===== src/rtl/spi_reg_bank.sv =====
// SPI-slave register bank, oversampled on the system clock (SPI mode 0).
// Command byte {op[1:0], index[5:0]} followed by DW data bits; update applied on cs_n release.
module spi_reg_bank #(
  parameter int unsigned   NREG    = 4,
  parameter int unsigned   DW      = 8,
  parameter logic [DW-1:0] RST_VAL = '0
) (
  input  logic                 clk,
  input  logic                 rst_n,
  input  logic                 sclk,
  input  logic                 cs_n,
  input  logic                 mosi,
  output logic                 miso,
  output logic                 miso_oe,
  output logic [NREG*DW-1:0]   regs,
  output logic                 wr_strobe,
  output logic [5:0]           wr_addr,
  output logic                 frame_err
);

  localparam int unsigned CW        = 6;
  localparam logic [CW-1:0] FRAME_LEN = CW'(8 + DW);
  localparam logic [CW-1:0] CNT_MAX   = '1;
  localparam logic [CW-1:0] CMD_LAST  = CW'(7);
  localparam logic [6:0]    NREG_L    = 7'(NREG);

  typedef enum logic [1:0] {S_IDLE, S_CMD, S_DATA, S_COMMIT} state_t;

  state_t r_state, w_state_nxt;

  logic [1:0]    r_sclk_s, r_cs_s, r_mosi_s;
  logic          r_sclk_d, r_cs_d;
  logic          r_armed, r_pend;
  logic [CW-1:0] r_cnt;
  logic [7:0]    r_cmd;
  logic [DW-1:0] r_data;
  logic [DW-1:0] r_sh_out;
  logic          r_miso, r_oe, r_strobe, r_err;
  logic [5:0]    r_addr;
  logic [DW-1:0] r_bank [NREG];

  logic          w_sclk_rise, w_sclk_fall, w_cs_rise, w_cs_fall, w_mosi;
  logic          w_start, w_commit, w_reject, w_len_ok, w_idx_ok;
  logic [7:0]    w_cmd_shift;
  logic [5:0]    w_sel;
  logic [1:0]    w_op;
  logic [DW-1:0] w_sel_val, w_upd;

  // 2-FF synchronisers; cs_n chain resets low so a frame in progress at reset release is ignored
  always_ff @(posedge clk or negedge rst_n) begin
    if (!rst_n) begin
      r_sclk_s <= '0;
      r_cs_s   <= '0;
      r_mosi_s <= '0;
      r_sclk_d <= 1'b0;
      r_cs_d   <= 1'b0;
    end else begin
      r_sclk_s <= {r_sclk_s[0], sclk};
      r_cs_s   <= {r_cs_s[0], cs_n};
      r_mosi_s <= {r_mosi_s[0], mosi};
      r_sclk_d <= r_sclk_s[1];
      r_cs_d   <= r_cs_s[1];
    end
  end

  assign w_sclk_rise = r_sclk_s[1] & ~r_sclk_d;
  assign w_sclk_fall = ~r_sclk_s[1] & r_sclk_d;
  assign w_cs_rise   = r_cs_s[1] & ~r_cs_d;
  assign w_cs_fall   = ~r_cs_s[1] & r_cs_d;
  assign w_mosi      = r_mosi_s[1];

  always_ff @(posedge clk or negedge rst_n) begin
    if (!rst_n) r_state <= S_IDLE;
    else        r_state <= w_state_nxt;
  end

  always_comb begin
    w_state_nxt = r_state;
    w_start     = 1'b0;
    case (r_state)
      S_IDLE: begin
        if (w_cs_fall || r_pend) begin
          w_state_nxt = S_CMD;
          w_start     = 1'b1;
        end
      end
      S_CMD: begin
        if (w_cs_rise)                             w_state_nxt = S_COMMIT;
        else if (w_sclk_rise && r_cnt == CMD_LAST) w_state_nxt = S_DATA;
      end
      S_DATA:   if (w_cs_rise) w_state_nxt = S_COMMIT;
      S_COMMIT: w_state_nxt = S_IDLE;
      default:  w_state_nxt = S_IDLE;
    endcase
  end

  // Register select: the incoming index on the 8th rise, the latched one afterwards
  always_comb begin
    w_cmd_shift = {r_cmd[6:0], w_mosi};
    w_sel       = (r_state == S_CMD) ? w_cmd_shift[5:0] : r_cmd[5:0];
    w_sel_val   = '0;
    for (int unsigned i = 0; i < NREG; i++) begin
      if (w_sel == 6'(i)) w_sel_val = r_bank[i];
    end
    w_op     = r_cmd[7:6];
    w_idx_ok = {1'b0, r_cmd[5:0]} < NREG_L;
    w_len_ok = (r_cnt == FRAME_LEN);
    case (w_op)
      2'b01:   w_upd = r_data;
      2'b10:   w_upd = w_sel_val | r_data;
      2'b11:   w_upd = w_sel_val & ~r_data;
      default: w_upd = w_sel_val;
    endcase
    w_commit = (r_state == S_COMMIT) && w_len_ok && w_idx_ok && (w_op != 2'b00);
    w_reject = (r_state == S_COMMIT) && (!w_len_ok || ((w_op != 2'b00) && !w_idx_ok));
  end

  always_ff @(posedge clk or negedge rst_n) begin
    if (!rst_n) begin
      r_cnt    <= '0;
      r_cmd    <= '0;
      r_data   <= '0;
      r_sh_out <= '0;
      r_miso   <= 1'b0;
      r_oe     <= 1'b0;
      r_armed  <= 1'b0;
      r_pend   <= 1'b0;
      r_strobe <= 1'b0;
      r_err    <= 1'b0;
      r_addr   <= '0;
      for (int unsigned i = 0; i < NREG; i++) r_bank[i] <= RST_VAL;
    end else begin
      r_strobe <= w_commit;
      r_err    <= w_reject;
      if (r_cs_s[1]) r_armed <= 1'b1;
      r_oe     <= r_armed & ~r_cs_s[1];
      r_pend   <= (r_state == S_COMMIT) & w_cs_fall;

      if (w_start) begin
        r_cnt    <= '0;
        r_cmd    <= '0;
        r_data   <= '0;
        r_sh_out <= '0;
      end else if ((r_state == S_CMD || r_state == S_DATA) && w_sclk_rise) begin
        if (r_cnt != CNT_MAX) r_cnt <= r_cnt + 6'd1;
        if (r_state == S_CMD) begin
          r_cmd <= w_cmd_shift;
          if (r_cnt == CMD_LAST) r_sh_out <= w_sel_val;
        end else begin
          r_data <= (r_data << 1) | DW'(w_mosi);
        end
      end

      // Shadow empties to zero, so miso drops to 0 once DW bits have gone out
      if (r_state == S_DATA && w_sclk_fall) begin
        r_miso   <= r_sh_out[DW-1];
        r_sh_out <= r_sh_out << 1;
      end else if (r_state != S_DATA) begin
        r_miso <= 1'b0;
      end

      if (w_commit) begin
        r_addr <= r_cmd[5:0];
        for (int unsigned i = 0; i < NREG; i++) begin
          if (r_cmd[5:0] == 6'(i)) r_bank[i] <= w_upd;
        end
      end
    end
  end

  for (genvar g = 0; g < NREG; g++) begin : g_out
    assign regs[g*DW +: DW] = r_bank[g];
  end

  assign miso      = r_miso;
  assign miso_oe   = r_oe;
  assign wr_strobe = r_strobe;
  assign wr_addr   = r_addr;
  assign frame_err = r_err;

endmodule

===== config.mk =====
export PLATFORM = sky130hd
export DESIGN_NAME = spi_reg_bank
export DESIGN_NICKNAME = d
export VERILOG_FILES = /design/src/rtl/spi_reg_bank.sv
export SDC_FILE = /design/constraint.sdc
export NUM_CORES = 1
export LEC_CHECK = 0
export ABC_AREA = 1
export ABC_CLOCK_PERIOD_IN_PS = 4000
export CAP_MARGIN = 0
export CORE_MARGIN = 3
export CORE_UTILIZATION = 45
export CTS_CLUSTER_DIAMETER = 100
export DETAILED_ROUTE_END_ITERATION = 8
export GPL_TIMING_DRIVEN = 0
export PLACE_DENSITY_LB_ADDON = 0.12
export SLEW_MARGIN = 10
export SYNTH_ARGS = -nofsm -noshare
export SYNTH_HDL_FRONTEND = slang
export SYNTH_SLANG_ARGS = --single-unit

===== constraint.sdc =====
create_clock -name clk -period 4 [get_ports clk]
set_input_delay 0.8 -clock clk [delete_from_list [all_inputs] [get_ports clk]]
set_output_delay 0.8 -clock clk [all_outputs]
set_load 0.01 [all_outputs]

==> results of run 1 <==
## worst reg2reg max path, stage by stage, from the launching register on
cell	delay, ns
dfrtp_1	0.41
inv_1	0.16
ha_1	0.35
o21ai_1	0.16
nor2_4	0.27
nand2_2	0.13
nor2_2	0.32
nand2_1	0.10
nand4_1	0.18
nand2_1	0.08
nand2_1	0.15
nand2_1	0.08
nand2_1	0.06
## layer usage
metal	vias up	share of wire
li1	1674	-
met1	1570	0.48
met2	64	0.47
met3	7	0.042
met4	0	0.011
met5	-	0
## final cells by class
type	count	area, sq um	share of cell area
clock inverters	3	40.0	0.00845
plain buffers	3	16.3	0.00343
flip-flops and latches	84	2100	0.444
clock buffers	11	131	0.0277
multi-input cells	351	1640	0.345
repair buffers	47	478	0.101
well taps	105	131	0.0277
inverters	54	203	0.0428
## power breakdown
group | switching, mW | internal, mW | total, mW
Clock | 0.279 | 0.280 | 0.559
Combinational | 0.376 | 0.166 | 0.542
Sequential | 0.0666 | 0.922 | 0.989
## stage by stage
| step | instances | hold WS (ns) |
|---|---|---|
| after floorplan | 492 | 0.331 |
| after global placement | 643 | 0.332 |
| after detailed placement | 644 | 0.335 |
| after CTS | 658 | 0.351 |
| after global routing | 658 | 0.356 |
| final | 658 | 0.348 |
## cell usage after synthesis (all sizes together)
cell | instances | area, sq um
nand3b | 1 | 7.51
nand3 | 35 | 175
o211ai | 2 | 15.0
ha | 8 | 100
xor2 | 1 | 8.76
nor3 | 7 | 57.6
o22ai | 9 | 56.3
clkbuf | 1 | 3.75
or2 | 5 | 31.3
a21oi | 11 | 58.8
nand4 | 6 | 37.5
o21ai | 29 | 149
buf | 2 | 12.5
dfrtp | 84 | 2100
nor2 | 37 | 171
inv | 54 | 203
nand2 | 200 | 768
## sequential cells by signal, summed over array words and instances, names as in the netlist, 2 cells and up
name	count
regs	32
r_data	8
r_cnt	6
r_mosi_s	2
r_state	2
r_sclk_s	2
wr_addr	6
r_sh_out	8
r_cs_s	2
r_cmd	8
## logic make-up after synthesis
logic type                 Yosys count  share of synthesized area
and+or+nand+nor                    291                      0.316
DFF                                 84                      0.531
buffers and inverters               57                     0.0553
AOI/OAI and AO/OA                   51                     0.0705
adders and majority gates            8                     0.0253
xor gates and xnor gates             1                    0.00221
## final timing paths
path,start,to,slack (ns),cells past startpoint
max in group asynchronous,rst_n,regs[26]$_DFFE_PN0P_,2.92,2
setup / recovery,r_state[1]$_DFFE_PN0P_,regs[23]$_DFFE_PN0P_,1.49,12
hold reg to reg,r_sclk_s[0]$_DFF_PN0_,r_sclk_s[1]$_DFF_PN0_,0.35,0
setup reg to reg,r_state[1]$_DFFE_PN0P_,regs[23]$_DFFE_PN0P_,1.49,12
hold / removal,r_sclk_s[0]$_DFF_PN0_,r_sclk_s[1]$_DFF_PN0_,0.35,0
min in group asynchronous,rst_n,wr_addr[5]$_DFFE_PN0P_,0.47,1
==> flow_results.xml, run 1 <==
<?xml version="1.0" encoding="UTF-8"?>
<metrics>
  <group name="power">
    <metric name="post-layout-total-power" unit="mW">2.09</metric>
    <metric name="power.leakage" unit="nW">2.31</metric>
    <metric name="power.density_cell_area" unit="nW/um^2">441</metric>
    <metric name="max-vdd-ir-drop" unit="mV">0.223</metric>
  </group>
  <group name="clocking">
    <metric name="clk_pin_slew_worst_paths" unit="ns">0.08</metric>
    <metric name="cts_buffer_depth" unit="">2</metric>
    <metric name="post_cts_setup_buffer_count" unit="">0</metric>
    <metric name="cts_hold_repair.buffers" unit="">0</metric>
    <metric name="number_of_buffers_inserted_during_clock_tree_synthesis" unit="">9</metric>
    <metric name="number_of_sinks_on_the_clock_net" unit="">84</metric>
    <metric name="htree_depth" unit="">3</metric>
    <metric name="cts_tree" unit="">built</metric>
    <metric name="cts_root_buffer" unit="">clkbuf_8</metric>
    <metric name="post_cts.resized_instances" unit="">0</metric>
    <metric name="clock_latency" unit="ns">0.34</metric>
  </group>
  <group name="floorplanning">
    <metric name="chipHeight" unit="um">99.8</metric>
    <metric name="core_region_area" unit="sq um">8380</metric>
    <metric name="initial_standard_cell_utilization_of_the_core" unit="">0.472</metric>
    <metric name="die_width" unit="um">99.8</metric>
    <metric name="area_of_the_die" unit="sq um">9960</metric>
    <metric name="row_count" unit="">33</metric>
    <metric name="num_io_pins" unit="">47</metric>
  </group>
  <group name="setup_path">
    <metric name="critPathCaptureType" unit="">flip-flop</metric>
    <metric name="crit_path_max_incr_delay" unit="ns">0.41</metric>
    <metric name="crit_path_start_kind" unit="">flip-flop</metric>
    <metric name="worstPathBufferInverterCount" unit="">1</metric>
    <metric name="timing.critical_path.mode_cell" unit="">nand2_1</metric>
    <metric name="critical_path_slowest_stage_cell" unit="">dfrtp_1</metric>
    <metric name="critical_path_arrival" unit="ns">2.79</metric>
    <metric name="timing.setup.critical_path_class" unit="">reg -&gt; reg</metric>
    <metric name="crit_family" unit="">simple AND/OR/NAND/NOR gates</metric>
    <metric name="critPathRequiredTime" unit="ns">4.28</metric>
    <metric name="crit_chain" unit="">inv_1 &gt; ha_1 &gt; o21ai_1 &gt; nor2_4 &gt; nand2_2 &gt; nor2_2 &gt; nand2_1 &gt; nand4_1 &gt; nand2_1 &gt; nand2_1 &gt; nand2_1 &gt; nand2_1</metric>
    <metric name="crit_fanout" unit="">10</metric>
  </group>
  <group name="synthesis">
    <metric name="net_count_synth" unit="">505</metric>
    <metric name="syn-mean-instance-area" unit="sq um">8.04</metric>
    <metric name="synthCells" unit="">492</metric>
    <metric name="synth_seq_area_share" unit="">0.531</metric>
    <metric name="mappedNetlistArea" unit="sq um">3960</metric>
    <metric name="yosysWarningCount" unit="">0</metric>
    <metric name="yosys.cell_types.count" unit="">27</metric>
    <metric name="ys_seq_elements" unit="">84</metric>
  </group>
  <group name="global_route">
    <metric name="gr-usage-met1" unit="">0.273</metric>
    <metric name="globalRoute.totalOverflow" unit="">0</metric>
    <metric name="maximum_number_of_pins_on_one_net_before_global_route_repair" unit="">50</metric>
    <metric name="initial_antenna_violation_count" unit="">0</metric>
    <metric name="global_route.usage.met3" unit="">0.0445</metric>
    <metric name="grt_util_all_layers" unit="">0.197</metric>
    <metric name="grtUsageMet2" unit="">0.309</metric>
    <metric name="grt.busiest_layer" unit="">met2</metric>
    <metric name="via_count_of_the_first_global_routing_pass" unit="">3295</metric>
    <metric name="grt_pass1_wl" unit="um">15500</metric>
  </group>
  <group name="sta">
    <metric name="tightest_pin_transition" unit="ns">0.754</metric>
    <metric name="final_max_slew_viol_count" unit="">0</metric>
    <metric name="relSlewSlack" unit="">0.493</metric>
    <metric name="period_minus_slack" unit="ns">2.51</metric>
    <metric name="finalWorstSetupSlack" unit="ns">1.49</metric>
    <metric name="setup_viol_count_final" unit="">0</metric>
    <metric name="rsz_0062_raised_after_global_routing" unit="">false</metric>
    <metric name="hold_viol" unit="">0</metric>
    <metric name="max_clock_freq" unit="MHz">399</metric>
    <metric name="fin_tns_setup" unit="ns">0</metric>
    <metric name="timing.final.crit_share" unit="">0.627</metric>
    <metric name="worst_clock_skew" unit="ns">0.00601</metric>
  </group>
  <group name="layout">
    <metric name="syn_to_final_growth" unit="%">19.7</metric>
    <metric name="finish.utilization" unit="">0.565</metric>
    <metric name="stdcell_area" unit="sq um">4740</metric>
    <metric name="diodes" unit="">0</metric>
    <metric name="layout_common_cells" unit="">193 x nand2_1, 84 x dfrtp_1, 47 x inv_1</metric>
    <metric name="most_frequent_standard_cell_in_the_layout_excluding_fill_and_tap_cells" unit="">nand2_1</metric>
    <metric name="nets" unit="">563</metric>
    <metric name="num-fill-cells" unit="">780</metric>
    <metric name="layout-drive-gt1-share" unit="">0.0723</metric>
  </group>
  <group name="worst_hold_path">
    <metric name="min_path_type" unit="">reg -&gt; reg</metric>
  </group>
  <group name="route">
    <metric name="drt-pass1-iter-count" unit="">5</metric>
    <metric name="drt-vias-per-instance" unit="">5.04</metric>
    <metric name="drt-total-wl" unit="um">9070</metric>
    <metric name="drc" unit="">0</metric>
    <metric name="drt.antenna.violating_nets" unit="">0</metric>
    <metric name="drt_iter0_drc" unit="">107</metric>
    <metric name="routed-via-count" unit="">3315</metric>
    <metric name="detail_route.wl_per_cell" unit="um">13.8</metric>
  </group>
  <group name="place">
    <metric name="globalplace.congestion" unit="">0.897</metric>
    <metric name="placement.cell_area" unit="sq um">4570</metric>
    <metric name="dp.final_hpwl" unit="um">6740</metric>
    <metric name="port-buffer-count" unit="">46</metric>
    <metric name="dp_worst_setup_slack" unit="ns">1.53</metric>
  </group>
  <group name="run_status">
    <metric name="status" unit="">completed</metric>
  </group>
  <group name="job">
    <metric name="timing.max_cap.violations" unit="">0</metric>
  </group>
</metrics>
No activity file was read; power rests on OpenSTA's default activity.
==> run 2, diff against run 1 <==
--- a/config.mk
+++ b/config.mk
@@ -6,7 +6,7 @@
 export NUM_CORES = 1
 export LEC_CHECK = 0
 export ABC_AREA = 1
-export ABC_CLOCK_PERIOD_IN_PS = 4000
+export ABC_CLOCK_PERIOD_IN_PS = 2200
 export CAP_MARGIN = 0
 export CORE_MARGIN = 3
 export CORE_UTILIZATION = 45
==> constraint.sdc (replaced) <==
create_clock -name clk -period 2.2 [get_ports clk]
set_input_delay 0.44 -clock clk [delete_from_list [all_inputs] [get_ports clk]]
set_output_delay 0.44 -clock clk [all_outputs]
set_load 0.01 [all_outputs]
==> run 2 against run 1 <==
  * Worst hold slack got worse by 0.24 ns
  * Cell area rose by 9.0%
  * Wire length up 7.2%
  * Sequential power rose by 83%
  * Non-clock buffer count is 28 higher
  * Register-to-register slack worse by 1.4 ns
  * Global-route usage grew 0.18 points
  * Critical path type unchanged
  * Clock skew about the same
  * First-iteration DRC count grew 6.5%
==> flow_results.xml, run 2 (synthesized netlist as in run 1, its figures left out) <==
<?xml version="1.0" encoding="UTF-8"?>
<metrics>
  <group name="sta">
    <metric name="setup_viol_count_final" unit="">0</metric>
    <metric name="relSlewSlack" unit="">0.562</metric>
    <metric name="max_clock_freq" unit="MHz">467</metric>
    <metric name="worst_clock_skew" unit="ns">0.00617</metric>
    <metric name="final_max_slew_viol_count" unit="">0</metric>
    <metric name="fin_tns_setup" unit="ns">0</metric>
    <metric name="tightest_pin_transition" unit="ns">0.655</metric>
    <metric name="hold_viol" unit="">0</metric>
    <metric name="timing.final.crit_share" unit="">0.973</metric>
    <metric name="period_minus_slack" unit="ns">2.14</metric>
  </group>
  <group name="floorplanning">
    <metric name="row_count" unit="">33</metric>
    <metric name="initial_standard_cell_utilization_of_the_core" unit="">0.472</metric>
    <metric name="num_io_pins" unit="">47</metric>
    <metric name="die_width" unit="um">99.8</metric>
    <metric name="chipHeight" unit="um">99.8</metric>
    <metric name="core_region_area" unit="sq um">8380</metric>
    <metric name="area_of_the_die" unit="sq um">9960</metric>
  </group>
  <group name="setup_path">
    <metric name="crit_chain" unit="">inv_2 &gt; ha_4 &gt; clkbuf_16 &gt; nand2_4 &gt; o21ai_4 &gt; nand2_2 &gt; nor2_2 &gt; nand2_2 &gt; or2_0 &gt; nand2_1 &gt; nand2_1 &gt; nand2_1 &gt; nand2_2 &gt; nand2_1 &gt; nand2_1</metric>
    <metric name="r2r_end" unit="">regs[18]$_DFFE_PN0P_</metric>
    <metric name="critical_path_slowest_stage_cell" unit="">dfrtp_1</metric>
    <metric name="crit_start" unit="">r_state[1]$_DFFE_PN0P_</metric>
    <metric name="crit_fanout" unit="">8</metric>
    <metric name="critPathRequiredTime" unit="ns">2.44</metric>
    <metric name="crit_path_start_kind" unit="">flip-flop</metric>
    <metric name="timing.setup.critical_path_class" unit="">reg -&gt; reg</metric>
    <metric name="critPathCaptureType" unit="">flip-flop</metric>
    <metric name="regToRegSetupSlack" unit="ns">0.06</metric>
    <metric name="worstPathBufferInverterCount" unit="">2</metric>
    <metric name="r2r_start" unit="">r_state[1]$_DFFE_PN0P_</metric>
    <metric name="crit_family" unit="">simple AND/OR/NAND/NOR gates</metric>
    <metric name="rr_worst_depth" unit="">15</metric>
    <metric name="timing.critical_path.depth" unit="">15</metric>
    <metric name="critical_path_arrival" unit="ns">2.38</metric>
    <metric name="crit_path_max_incr_delay" unit="ns">0.40</metric>
    <metric name="timing.critical_path.mode_cell" unit="">nand2_1</metric>
    <metric name="setup.worst_path.end" unit="">regs[18]$_DFFE_PN0P_</metric>
  </group>
  <group name="layout">
    <metric name="num-fill-cells" unit="">723</metric>
    <metric name="stdcell_area" unit="sq um">5160</metric>
    <metric name="diodes" unit="">0</metric>
    <metric name="layout_common_cells" unit="">179 x nand2_1, 84 x dfrtp_1, 45 x clkdlybuf4s50_1</metric>
    <metric name="syn_to_final_growth" unit="%">30.5</metric>
    <metric name="largest_reg_flops" unit="">32</metric>
    <metric name="layout-drive-gt1-share" unit="">0.181</metric>
    <metric name="ff_latch_area" unit="sq um">2100</metric>
    <metric name="nets" unit="">591</metric>
    <metric name="finish.utilization" unit="">0.616</metric>
    <metric name="most_frequent_standard_cell_in_the_layout_excluding_fill_and_tap_cells" unit="">nand2_1</metric>
    <metric name="multi_input_comb_area" unit="sq um">1820</metric>
  </group>
  <group name="global_route">
    <metric name="grtUsageMet2" unit="">0.310</metric>
    <metric name="via_count_of_the_first_global_routing_pass" unit="">3316</metric>
    <metric name="globalRoute.totalOverflow" unit="">0</metric>
    <metric name="grt.busiest_layer" unit="">met2</metric>
    <metric name="grt_util_all_layers" unit="">0.199</metric>
    <metric name="global_route.usage.met3" unit="">0.0452</metric>
    <metric name="gr-usage-met1" unit="">0.275</metric>
    <metric name="initial_antenna_violation_count" unit="">0</metric>
    <metric name="maximum_number_of_pins_on_one_net_before_global_route_repair" unit="">50</metric>
    <metric name="grt_pass1_wl" unit="um">15600</metric>
  </group>
  <group name="clocking">
    <metric name="number_of_buffers_inserted_during_clock_tree_synthesis" unit="">9</metric>
    <metric name="number_of_sinks_on_the_clock_net" unit="">84</metric>
    <metric name="cts_hold_repair.buffers" unit="">0</metric>
    <metric name="cts_buffer_depth" unit="">2</metric>
    <metric name="clock_latency" unit="ns">0.35</metric>
    <metric name="htree_depth" unit="">3</metric>
    <metric name="clk_pin_slew_worst_paths" unit="ns">0.08</metric>
    <metric name="cts_root_buffer" unit="">clkbuf_8</metric>
    <metric name="cts_tree" unit="">built</metric>
  </group>
  <group name="route">
    <metric name="drt-pass1-iter-count" unit="">5</metric>
    <metric name="drc" unit="">0</metric>
    <metric name="detail_route.wl_per_cell" unit="um">14.2</metric>
    <metric name="routed-via-count" unit="">3462</metric>
    <metric name="drt_iter0_drc" unit="">114</metric>
    <metric name="drt.antenna.violating_nets" unit="">0</metric>
    <metric name="drt-total-wl" unit="um">9720</metric>
    <metric name="drt-vias-per-instance" unit="">5.05</metric>
  </group>
  <group name="power">
    <metric name="power.density_cell_area" unit="nW/um^2">824</metric>
    <metric name="max-vdd-ir-drop" unit="mV">0.424</metric>
    <metric name="power.leakage" unit="nW">2.50</metric>
  </group>
  <group name="job">
    <metric name="timing.max_cap.violations" unit="">0</metric>
  </group>
  <group name="place">
    <metric name="placement.cell_area" unit="sq um">4570</metric>
    <metric name="globalplace.congestion" unit="">0.897</metric>
    <metric name="port-buffer-count" unit="">46</metric>
    <metric name="dp.final_hpwl" unit="um">6740</metric>
  </group>
  <group name="worst_hold_path">
    <metric name="min_path_type" unit="">in -&gt; async</metric>
  </group>
  <group name="run_status">
    <metric name="status" unit="">completed</metric>
  </group>
</metrics>
==> run 2: changes by cell type in the layout (fill, tap and decap cells not counted), sizes merged <==
cell	delta
clkbuf	+1
buf	+27
==> run 2: how the worst min path moves through the flow <==
stage	start	to	slack, ns	cells past startpoint
2_1_floorplan	rst_n	frame_err$_DFF_PN0_	0.14	0
5_1_grt	rst_n	wr_addr[5]$_DFFE_PN0P_	0.14	1
3_3_place_gp	r_cs_s[0]$_DFF_PN0_	r_cs_s[1]$_DFF_PN0_	0.33	0
4_1_cts	rst_n	wr_addr[5]$_DFFE_PN0P_	0.13	1
3_5_place_dp	r_sclk_s[0]$_DFF_PN0_	r_sclk_s[1]$_DFF_PN0_	0.33	0
6_report	rst_n	wr_addr[5]$_DFFE_PN0P_	0.11	1
==> run 2: area by class of cell <==
cell class / instances / area share
repair buffers: 75 / 0.139
inverters: 54 / 0.0392
well taps: 105 / 0.0254
plain buffers: 3 / 0.00460
multi-input cells: 351 / 0.352
flip-flops and latches: 84 / 0.407
clock buffers: 11 / 0.0254
clock inverters: 3 / 0.00775
==> run 2: worst register-to-register path, delay by kind of cell (launching register included) <==
family / cells / cell delay (ns)
AND/OR/NAND/NOR: 11 / 1.12
adder cells (fa/ha/maj): 1 / 0.19
buffers and inverters: 2 / 0.29
flip-flops: 1 / 0.40
AO/OA/AOI/OAI: 1 / 0.07
==> run 2: through the flow <==
step	setup slack [ns]	std cells	power (mW)	hold WS (ns)
after floorplan	0.251	492	2.50	0.144
after global placement	-2.35	643	2.77	0.332
after detailed placement	-0.273	644	2.80	0.335
after CTS	0.00423	662	3.88	0.127
after global routing	-0.0459	686	4.55	0.140
final	0.0588	686	4.26	0.106
==> run 2: power by group <==
part / internal [mW] / total, mW / switching, mW
registers: 1.68 / 1.81 / 0.129
clock network: 0.510 / 1.02 / 0.514
logic: 0.561 / 1.43 / 0.868
total: 2.75 / 4.26 / 1.51
==> run 2: timing repair <==
item / in CTS / in global routing
setup endpoints to repair: 41 / 45
resized for setup: 8 / 47
pin swaps: 4 / 29
setup buffers: 4 / 23
hold endpoints to repair: 0 / 0
gates cloned: 0 / 1
==> run 2: metal layers <==
layer  part of all wire  wire [um]  vias up
met4              0.012        116        0
met1               0.46       4500     1643
met3              0.049        477        9
met5                  0          0        -
met2               0.48       4630       78
li1                   -          -     1732
